File: src/rtl/wl_afifo_rd_stream_pkg.sv
// Shared helpers for the wl_afifo read-side blocks: width math and
// parameter legality checks.
package wl_afifo_rd_stream_pkg;

  localparam int unsigned RD_LAT_MIN = 1;
  localparam int unsigned RD_LAT_MAX = 3;

  function automatic int unsigned clog2(input int unsigned v);
    int unsigned r;
    r = 0;
    for (int unsigned i = 0; i < 32; i++) begin
      if ((64'(1) << r) < 64'(v)) r = r + 1;
    end
    return r;
  endfunction

  // Index width for a circular buffer; never zero so depth 1 stays legal.
  function automatic int unsigned idx_w(input int unsigned depth);
    return (depth > 1) ? clog2(depth) : 1;
  endfunction

  function automatic bit rd_lat_ok(input int unsigned lat);
    return (lat >= RD_LAT_MIN) && (lat <= RD_LAT_MAX);
  endfunction

endpackage

File: src/rtl/wl_afifo_rd_obuf.sv
// Circular output buffer for the async FIFO read stream: holds words that
// have returned from the RAM and presents the head as a FWFT stream.
module wl_afifo_rd_obuf
  import wl_afifo_rd_stream_pkg::*;
#(
  parameter int unsigned W          = 8,
  parameter int unsigned OBUF_DEPTH = 2
) (
  input  logic                             rclk,
  input  logic                             rrst_b,
  input  logic                             rclr,
  input  logic                             wr_en,
  input  logic [W-1:0]                     wr_data,
  input  logic                             pop,
  output logic [W-1:0]                     dout,
  output logic                             dout_valid,
  output logic [clog2(OBUF_DEPTH+1)-1:0]   obuf_cnt
);

  localparam int unsigned CNT_W = clog2(OBUF_DEPTH + 1);
  localparam int unsigned IDX_W = idx_w(OBUF_DEPTH);
  localparam logic [IDX_W-1:0] LAST_IDX = IDX_W'(OBUF_DEPTH - 1);

  logic [W-1:0]     mem_q [OBUF_DEPTH];
  logic [W-1:0]     mem_d [OBUF_DEPTH];
  logic [IDX_W-1:0] rd_idx_q, rd_idx_d;
  logic [IDX_W-1:0] wr_idx_q, wr_idx_d;
  logic [CNT_W-1:0] cnt_q, cnt_d;

  // Explicit wrap keeps non-power-of-2 depths correct.
  function automatic logic [IDX_W-1:0] next_idx(input logic [IDX_W-1:0] i);
    return (i == LAST_IDX) ? '0 : i + IDX_W'(1);
  endfunction

  always_comb begin
    mem_d    = mem_q;
    rd_idx_d = rd_idx_q;
    wr_idx_d = wr_idx_q;
    cnt_d    = cnt_q;
    if (rclr) begin
      rd_idx_d = '0;
      wr_idx_d = '0;
      cnt_d    = '0;
    end else begin
      if (wr_en) begin
        mem_d[wr_idx_q] = wr_data;
        wr_idx_d        = next_idx(wr_idx_q);
      end
      if (pop) begin
        rd_idx_d = next_idx(rd_idx_q);
      end
      cnt_d = cnt_q + CNT_W'(wr_en) - CNT_W'(pop);
    end
  end

  always_ff @(posedge rclk or negedge rrst_b) begin
    if (!rrst_b) begin
      for (int unsigned i = 0; i < OBUF_DEPTH; i++) mem_q[i] <= '0;
      rd_idx_q <= '0;
      wr_idx_q <= '0;
      cnt_q    <= '0;
    end else begin
      mem_q    <= mem_d;
      rd_idx_q <= rd_idx_d;
      wr_idx_q <= wr_idx_d;
      cnt_q    <= cnt_d;
    end
  end

  assign dout       = mem_q[rd_idx_q];
  assign dout_valid = (cnt_q != '0);
  assign obuf_cnt   = cnt_q;

  a_no_overflow: assert property (@(posedge rclk) disable iff (!rrst_b)
    !(wr_en && !pop && !rclr && (cnt_q == CNT_W'(OBUF_DEPTH))));

endmodule

File: src/rtl/wl_afifo_rd_stream.sv
// Read-side stream adapter for the async FIFO: issues credit-limited RAM
// reads, absorbs the read latency and presents a FWFT valid/ready stream.
module wl_afifo_rd_stream
  import wl_afifo_rd_stream_pkg::*;
#(
  parameter int unsigned W          = 8,
  parameter int unsigned RD_LAT     = 1,
  parameter int unsigned OBUF_DEPTH = 2
) (
  input  logic                             rclk,
  input  logic                             rrst_b,
  input  logic                             rclr,
  input  logic                             rempty,
  input  logic [W-1:0]                     ram_rdata,
  output logic                             re,
  output logic [W-1:0]                     dout,
  output logic                             dout_valid,
  input  logic                             dout_ready,
  output logic [clog2(OBUF_DEPTH+1)-1:0]   obuf_cnt
);

  localparam int unsigned CRED_W = clog2(OBUF_DEPTH + RD_LAT + 1);

  logic [RD_LAT-1:0] vld_q, vld_d;
  logic [CRED_W-1:0] inflight;
  logic [CRED_W-1:0] cred;
  logic              pop;

  assign pop = dout_valid & dout_ready;

  always_comb begin
    inflight = '0;
    for (int unsigned i = 0; i < RD_LAT; i++) begin
      inflight = inflight + CRED_W'(vld_q[i]);
    end
    cred = CRED_W'(obuf_cnt) + inflight;
  end

  // A pop frees a slot this cycle, so a read may be issued even at full credit.
  assign re = rrst_b & ~rempty & ~rclr & ((cred < CRED_W'(OBUF_DEPTH)) | pop);

  always_comb begin
    vld_d = '0;
    if (!rclr) begin
      vld_d[0] = re;
      for (int unsigned i = 1; i < RD_LAT; i++) vld_d[i] = vld_q[i-1];
    end
  end

  always_ff @(posedge rclk or negedge rrst_b) begin
    if (!rrst_b) vld_q <= '0;
    else         vld_q <= vld_d;
  end

  wl_afifo_rd_obuf #(
    .W          (W),
    .OBUF_DEPTH (OBUF_DEPTH)
  ) u_obuf (
    .rclk       (rclk),
    .rrst_b     (rrst_b),
    .rclr       (rclr),
    .wr_en      (vld_q[RD_LAT-1]),
    .wr_data    (ram_rdata),
    .pop        (pop),
    .dout       (dout),
    .dout_valid (dout_valid),
    .obuf_cnt   (obuf_cnt)
  );

  a_rd_lat_legal: assert property (@(posedge rclk) rd_lat_ok(RD_LAT));
  a_no_read_empty: assert property (@(posedge rclk) disable iff (!rrst_b)
    re |-> !rempty);

endmodule

File: config.mk
export PLATFORM = sky130hd
export DESIGN_NAME = wl_afifo_rd_stream
export DESIGN_NICKNAME = d
export VERILOG_FILES = /design/src/rtl/wl_afifo_rd_stream_pkg.sv /design/src/rtl/wl_afifo_rd_obuf.sv /design/src/rtl/wl_afifo_rd_stream.sv
export SDC_FILE = /design/constraint.sdc
export NUM_CORES = 1
export LEC_CHECK = 0
export ABC_AREA = 1
export CAP_MARGIN = 20
export CORE_UTILIZATION = 30
export DETAILED_ROUTE_END_ITERATION = 16
export GPL_TIMING_DRIVEN = 1
export PLACE_DENSITY = 0.52
export SYNTH_ARGS = -nofsm -noshare
export SYNTH_HDL_FRONTEND = slang
export SYNTH_SLANG_ARGS = --single-unit
File: constraint.sdc
create_clock -name rclk -period 2.35 [get_ports rclk]
set_input_delay 0.235 -clock rclk [delete_from_list [all_inputs] [get_ports rclk]]
set_output_delay 0.235 -clock rclk [all_outputs]
set_load 0.02 [all_outputs]
==> summary.txt <==
Worst setup path
  • CP peak stage delay: 0.61 ns
  • Startpoint types: flop
  • Crit. Startpoint: vld_q$_DFF_PN0_
  • Element type at the critical path end: output port
  • Data arrival, critical path: 1.93 ns
  • Most used cell, CP: nand2_1
  • CP max stage cell: clkdlybuf4s50_1
  • Worst r2r path cells: 7
  • Worst EP required: 2.12 ns
  • FF-to-FF setup slack: 1.15 ns
  • Worst reg2reg startpoint: vld_q$_DFF_PN0_
  • Worst setup path endpoint: re
  • CP cell instances: ha_1 -> inv_1 -> nand2_1 -> nand2_1 -> a21oi_1 -> clkdlybuf4s50_1
  • Critical path class: flop to output port
  • CP max FO: 4
  • Reg-to-Reg End: u_obuf.obuf_cnt[1]$_DFF_PN0_

Route
  • Total number of vias: 824
  • Final antenna-violating net count: 0
  • Drt first pass iters: 4
  • DRC viols: 0
  • Final wirelength: 2140 um
  • DRT iter0 DRCs: 28
  • Via-per-instance ratio: 4.23
  • Avg WL per Cell: 11.0 um

Die
  • Placeable Area: 3360 um2
  • Top-Level Pins: 25
  • Row cnt: 21
  • Die ar.: 3760 um2
  • Die Span Y: 61.3 um
  • Die width: 61.3 um
  • Starting Density: 31.4%

CTS
  • CTS tree: yes
  • Reg clk slew, reported paths: 0.13 ns
  • Post-CTS resize count: 0
  • Depth of the CTS H-tree: 1
  • Cts hold-fix bufs: 0
  • Clock tree sinks: 21
  • TritonCTS Buffers: 3
  • CTS Root Cell: clkbuf_4
  • Post-CTS setup repair buffer count: 0
  • Clk_lat worst skew: 0.30 ns
  • Clock Path Buffers: 2

Placement
  • Gpl congestion: 0.769
  • Area post-placement: 1330 um2
  • Hpwl dp: 1460 um
  • Port Buffer Count: 24

Synth
  • Synthesis-stage register bit count: 21
  • Number of synthesis warnings: 0
  • Post-Synth Simple-Gate Area: 24.3%
  • Synth async-reset ratio: 100%
  • Yosys cell types: 16
  • Synth Area in XOR/XNOR: 0%
  • Register area share after synthesis: 49.8%
  • Compound-Gate Fraction of Synth Area: 16.1%
  • Synth Cell Area: 1060 um2
  • Mean post-synth cell area: 8.59 um2
  • Synth Flop Type: dfrtp_1
  • Post-synthesis cell count: 123
  • Main combinational cell family by area after synthesis: simple AND/OR/NAND/NOR gates
  • EDFF count, synth: 0
  • Synthesized Nets: 137
  • Adder-cell share of the synthesized area: 1.18%
  • Mux share of post-synthesis cell area: 0%

STA
  • WHS: 0.320 ns
  • Fin crit period: 2.16 ns
  • Period utilization: 92.1%
  • Worst Skew: 0.0122 ns
  • Worst rel slew slack: 69.5%
  • Slew Limit Fails: 0
  • Setup-failing EPs final: 0
  • Endpoints failing hold: 0
  • Unrepaired setup endpoints after global routing: no
  • Slew at the pin closest to its max-slew limit: 0.456 ns
  • F_max: 462 MHz
  • Fin Setup TNS: 0 ns

Finish
  • Share of cells above drive strength 1: 20.1%
  • Area delta synth->final: 28.8%
  • Finished Cell Area: 1360 um2
  • Final net count: 164
  • Ant. Diodes: 0

Power and ir drop
  • Pwr Total: 1.09 mW
  • Maximum vdd drop: 0.000308 V
  • Leak: 0.661 nW
  • Pwr Density: 799 nW/um2

GRT
  • Initial antenna violation count: 0
  • GR Overflow Total: 0
  • Vias in the first global route: 712
  • Largest net degree at the start of global routing: 22
  • Gr usage total: 12.5%
  • First-pass GRT wire length: 3340 um

Worst hold path
  • Hold Path Class: input pin to async pin

Status
  • Status: completed

Run
  • Max-cap viol count: 0
report_power, final:
part / total, mW / leakage, nW / internal [mW] / switching [mW]
Combinational: 0.421 / 0.370 / 0.198 / 0.223
Clock: 0.177 / 0.0150 / 0.0661 / 0.111
Sequential: 0.489 / 0.277 / 0.432 / 0.0562
synth_stat cells (2+ instances only):
cell type  count  area [um2]
a21oi_1        3        15.0
buf_6          2        22.5
dfrtp_1       21         526
inv_1         14        52.6
inv_2          3        11.3
nand2_1       46         173
nand2_2        3        18.8
nor2_1         5        18.8
nor2_2         2        12.5
o21ai_1        3        15.0
o21ai_2       16         140
worst max-delay path, delay by kind of cell, from the launching register on:
kind                     cells  cell delay, ns
AND/OR/NAND/NOR              2            0.17
AO/OA/AOI/OAI                1            0.15
buffers and inverters        2            0.65
adder cells (fa/ha/maj)      1            0.20
flip-flops                   1            0.47
stage by stage:
step / worst slack [ns] / utilization, % / instances
after detailed placement: 0.475 / 39.7 / 191
after global placement: 0.497 / 39.7 / 191
after CTS: 0.175 / 40.4 / 195
after global routing: 0.0130 / 40.4 / 195
final: 0.186 / 40.4 / 195
after floorplan: 0.904 / - / 123
per-layer routing:
layer  vias up  GRT usage, %  share of wire (%)
met1       377          16.8                 47
met3         2          1.89                4.3
met2        16          20.5                 47
li1        429             -                  -
met4         0          4.76               0.89
met5         -             0                  0
cells in the final DEF (no fill, tap or decap), types with 3 or more instances in the layout:
| cell type | instances |
|---|---|
| clkbuf_4 | 3 |
| a21oi_1 | 3 |
| nor2_1 | 5 |
| nand2_1 | 46 |
| o21ai_1 | 3 |
| dfrtp_1 | 21 |
| nand2_2 | 3 |
| inv_1 | 14 |
| inv_2 | 3 |
| o21ai_2 | 16 |
| clkdlybuf4s50_1 | 24 |
layout make-up:
class	count	area, um2
sequential	21	526
fill	388	2000
timing repair buffer	25	248
multi-input combinational	82	439
clock buffer	4	26.3
tap	46	57.6
inverter	17	63.8
state kept, by name (all words and copies together) (netlist names):
name / cells
u_obuf.mem_q: 16
u_obuf.obuf_cnt: 2
u_obuf.rd_idx_q: 1
u_obuf.wr_idx_q: 1
vld_q: 1
cell families (layout without fill, tap and decap cells):
group / after synthesis / after routing
AND/OR/NAND/NOR: 59 / 59
AO/OA/AOI/OAI: 22 / 22
flip-flops: 21 / 21
buffers and inverters: 20 / 46
adder cells (fa/ha/maj): 1 / 1
how the worst min path moves through the flow:
stage,cells past startpoint,from,to
2_1_floorplan,0,rrst_b,u_obuf.mem_q[0]$_DFFE_PN0P_
3_3_place_gp,2,u_obuf.mem_q[6]$_DFFE_PN0P_,u_obuf.mem_q[6]$_DFFE_PN0P_
3_5_place_dp,2,u_obuf.mem_q[4]$_DFFE_PN0P_,u_obuf.mem_q[4]$_DFFE_PN0P_
4_1_cts,2,rrst_b,u_obuf.mem_q[10]$_DFFE_PN0P_
5_1_grt,2,rrst_b,u_obuf.mem_q[10]$_DFFE_PN0P_
6_report,2,rrst_b,u_obuf.mem_q[10]$_DFFE_PN0P_
Power figures use the tool's default switching activity.
==> RTL edit: new RTL, config.mk and constraints unchanged <==
`OBUF_DEPTH` is set to 2 in 2 places; all go to 4.
--- a/src/rtl/wl_afifo_rd_obuf.sv
+++ b/src/rtl/wl_afifo_rd_obuf.sv
@@ -5,5 +5,5 @@
 #(
   parameter int unsigned W          = 8,
-  parameter int unsigned OBUF_DEPTH = 2
+  parameter int unsigned OBUF_DEPTH = 4
 ) (
   input  logic                             rclk,
--- a/src/rtl/wl_afifo_rd_stream.sv
+++ b/src/rtl/wl_afifo_rd_stream.sv
@@ -6,5 +6,5 @@
   parameter int unsigned W          = 8,
   parameter int unsigned RD_LAT     = 1,
-  parameter int unsigned OBUF_DEPTH = 2
+  parameter int unsigned OBUF_DEPTH = 4
 ) (
   input  logic                             rclk,
Ports: changed (resized obuf_cnt); port bits go from 25 to 26. No check against the original RTL was run, so the function may have changed too.
==> RTL edit against the original RTL <==
Core utilization fell by 2.2 points. Sequential share of layout area increased by 2.8 points. Sequential cell count rose by 19. Largest power group is now combinational logic. Wire length up 90%. Setup slack improved by 0.021 ns. Area after synthesis rose by 86%. Design area rose by 77%. Total power up 130%. Highest routed layer unchanged.
==> RTL edit: results (changes against the original RTL) <==
Final Skew 0.002691 ns (-0.009546 ns); largest net degree at the start of global routing 41 (+86%); Worst Setup SP u_obuf.rd_idx_q[0]$_DFFE_PN0P_; sequential area share after synthesis 0.5102 (+0.01257); vias 1466 (+78%); R2R Path Start u_obuf.obuf_cnt[2]$_DFF_PN0_; first-pass iteration count of the detailed router 4 (unchanged); VDD IR max 0.4436 mV (+44%); Top reg by flops u_obuf.mem_q; global-route wire length before repair 7065 um (+110%); YS warnings 0 (unchanged); pre-CTS setup slack 0.3944 ns (-0.08050 ns); final worst slack 0.2075 ns (+0.02142 ns); Post-Synth XOR/XNOR Area 0.004464 (+0.004464); Mapped Nets 235 (+72%); total track usage 0.1317 (+0.006476); cells on worst reg2reg path 9 (+2); H-Tree Depth 2 (+1); WL met3 120 um (+30%); internal power 0.001662 W (+140%); met2 WL 1862 um (+84%); DRT iter0 DRCs 61 (+120%); synth unique cells 20 (+4); status finished, final reports clean; Logic pwr share 0.409 (+0.022); synth top area cells dfrtp_1, nand2_1, o21ai_2; seq pwr 0.000892 W (+82%); synth cell count leaders nand2_1, dfrtp_1, nor2_1; Hold WS 0.03796 ns (-0.2825 ns); M1 WL 2001 um (+97%); Worst Path Arrival 1.91 ns (-0.02 ns); Routability Congestion 0.7427 (-3.4%); Gate Count Post-Synth 214 (+74%); worst-margin pin slew 0.5154 ns (+0.05920 ns); CTS root buffer clkbuf_8; routed wire length 4074 um (+90%); placed insts 314 (+64%); Post-DP HPWL 2819 um (+93%); layout cells sized above 1 0.1592 (-0.04216); post-synthesis compound-gate area fraction 0.1888 (+0.02764); CP max stage delay 0.63 ns (+0.02 ns); area share of fa/ha/maj cells after synthesis 0.05102 (+0.03917); Comb group 0.00104 W (+150%); CTS buffer count 5 (+2); final net count 265 (+62%); last element of the critical path dout[5]; RR Endpoint u_obuf.obuf_cnt[2]$_DFF_PN0_; Slew Limit Fails 0 (unchanged); crit-path max FO 10 (+6); post-synthesis mux area share 0 (unchanged); LEAKAGE 1.209 nW (+83%); port buffer count 25 (+4.2%); Top Layer Used met4; Post-DP Area 2285 sq um (+71%); Avg Vias per Cell 4.553 (+7.7%); max FFs per register 32 (+16); reg2reg setup slack 0.80 ns (-0.35 ns); clk slew on worst S/H paths 0.08 ns (-0.05 ns); Hold Crit Class in2async
-- RTL edit: cell types whose count changed in the layout (fill, tap and decap cells not counted), moves of 3 or more --
cell and change:
buf_4 +5, clkbuf_4 -3, clkbuf_8 +7, dfrtp_1 +19, ha_1 +7, inv_1 +5, inv_2 -3, nand2_1 -5
nand2_4 +3, nor2_1 +19, o21ai_0 +18, o21ai_1 +13, o22ai_1 +8
-- RTL edit: critical path, delay by kind of cell, from the launching register on --
family | cells | cell delay, ns
AOI/OAI and AO/OA | 2 | 0.23
buffers and inverters | 3 | 0.91
DFF | 1 | 0.47
-- RTL edit: cell type report --
type	instances	area, sq um
timing repair buffer	31	292.8
tap	77	96.34
clock buffer	7	96.34
inverter	19	71.32
sequential	40	1001
multi-input combinational	147	825.8
clock inverter	1	30.03
fill	666	3900
-- RTL edit: per-layer routing --
layer / up-vias / global-route usage
met5: - / 0
met1: 667 / 0.1646
met3: 9 / 0.02883
met2: 30 / 0.2154
met4: 0 / 0.06426
li1: 760 / -
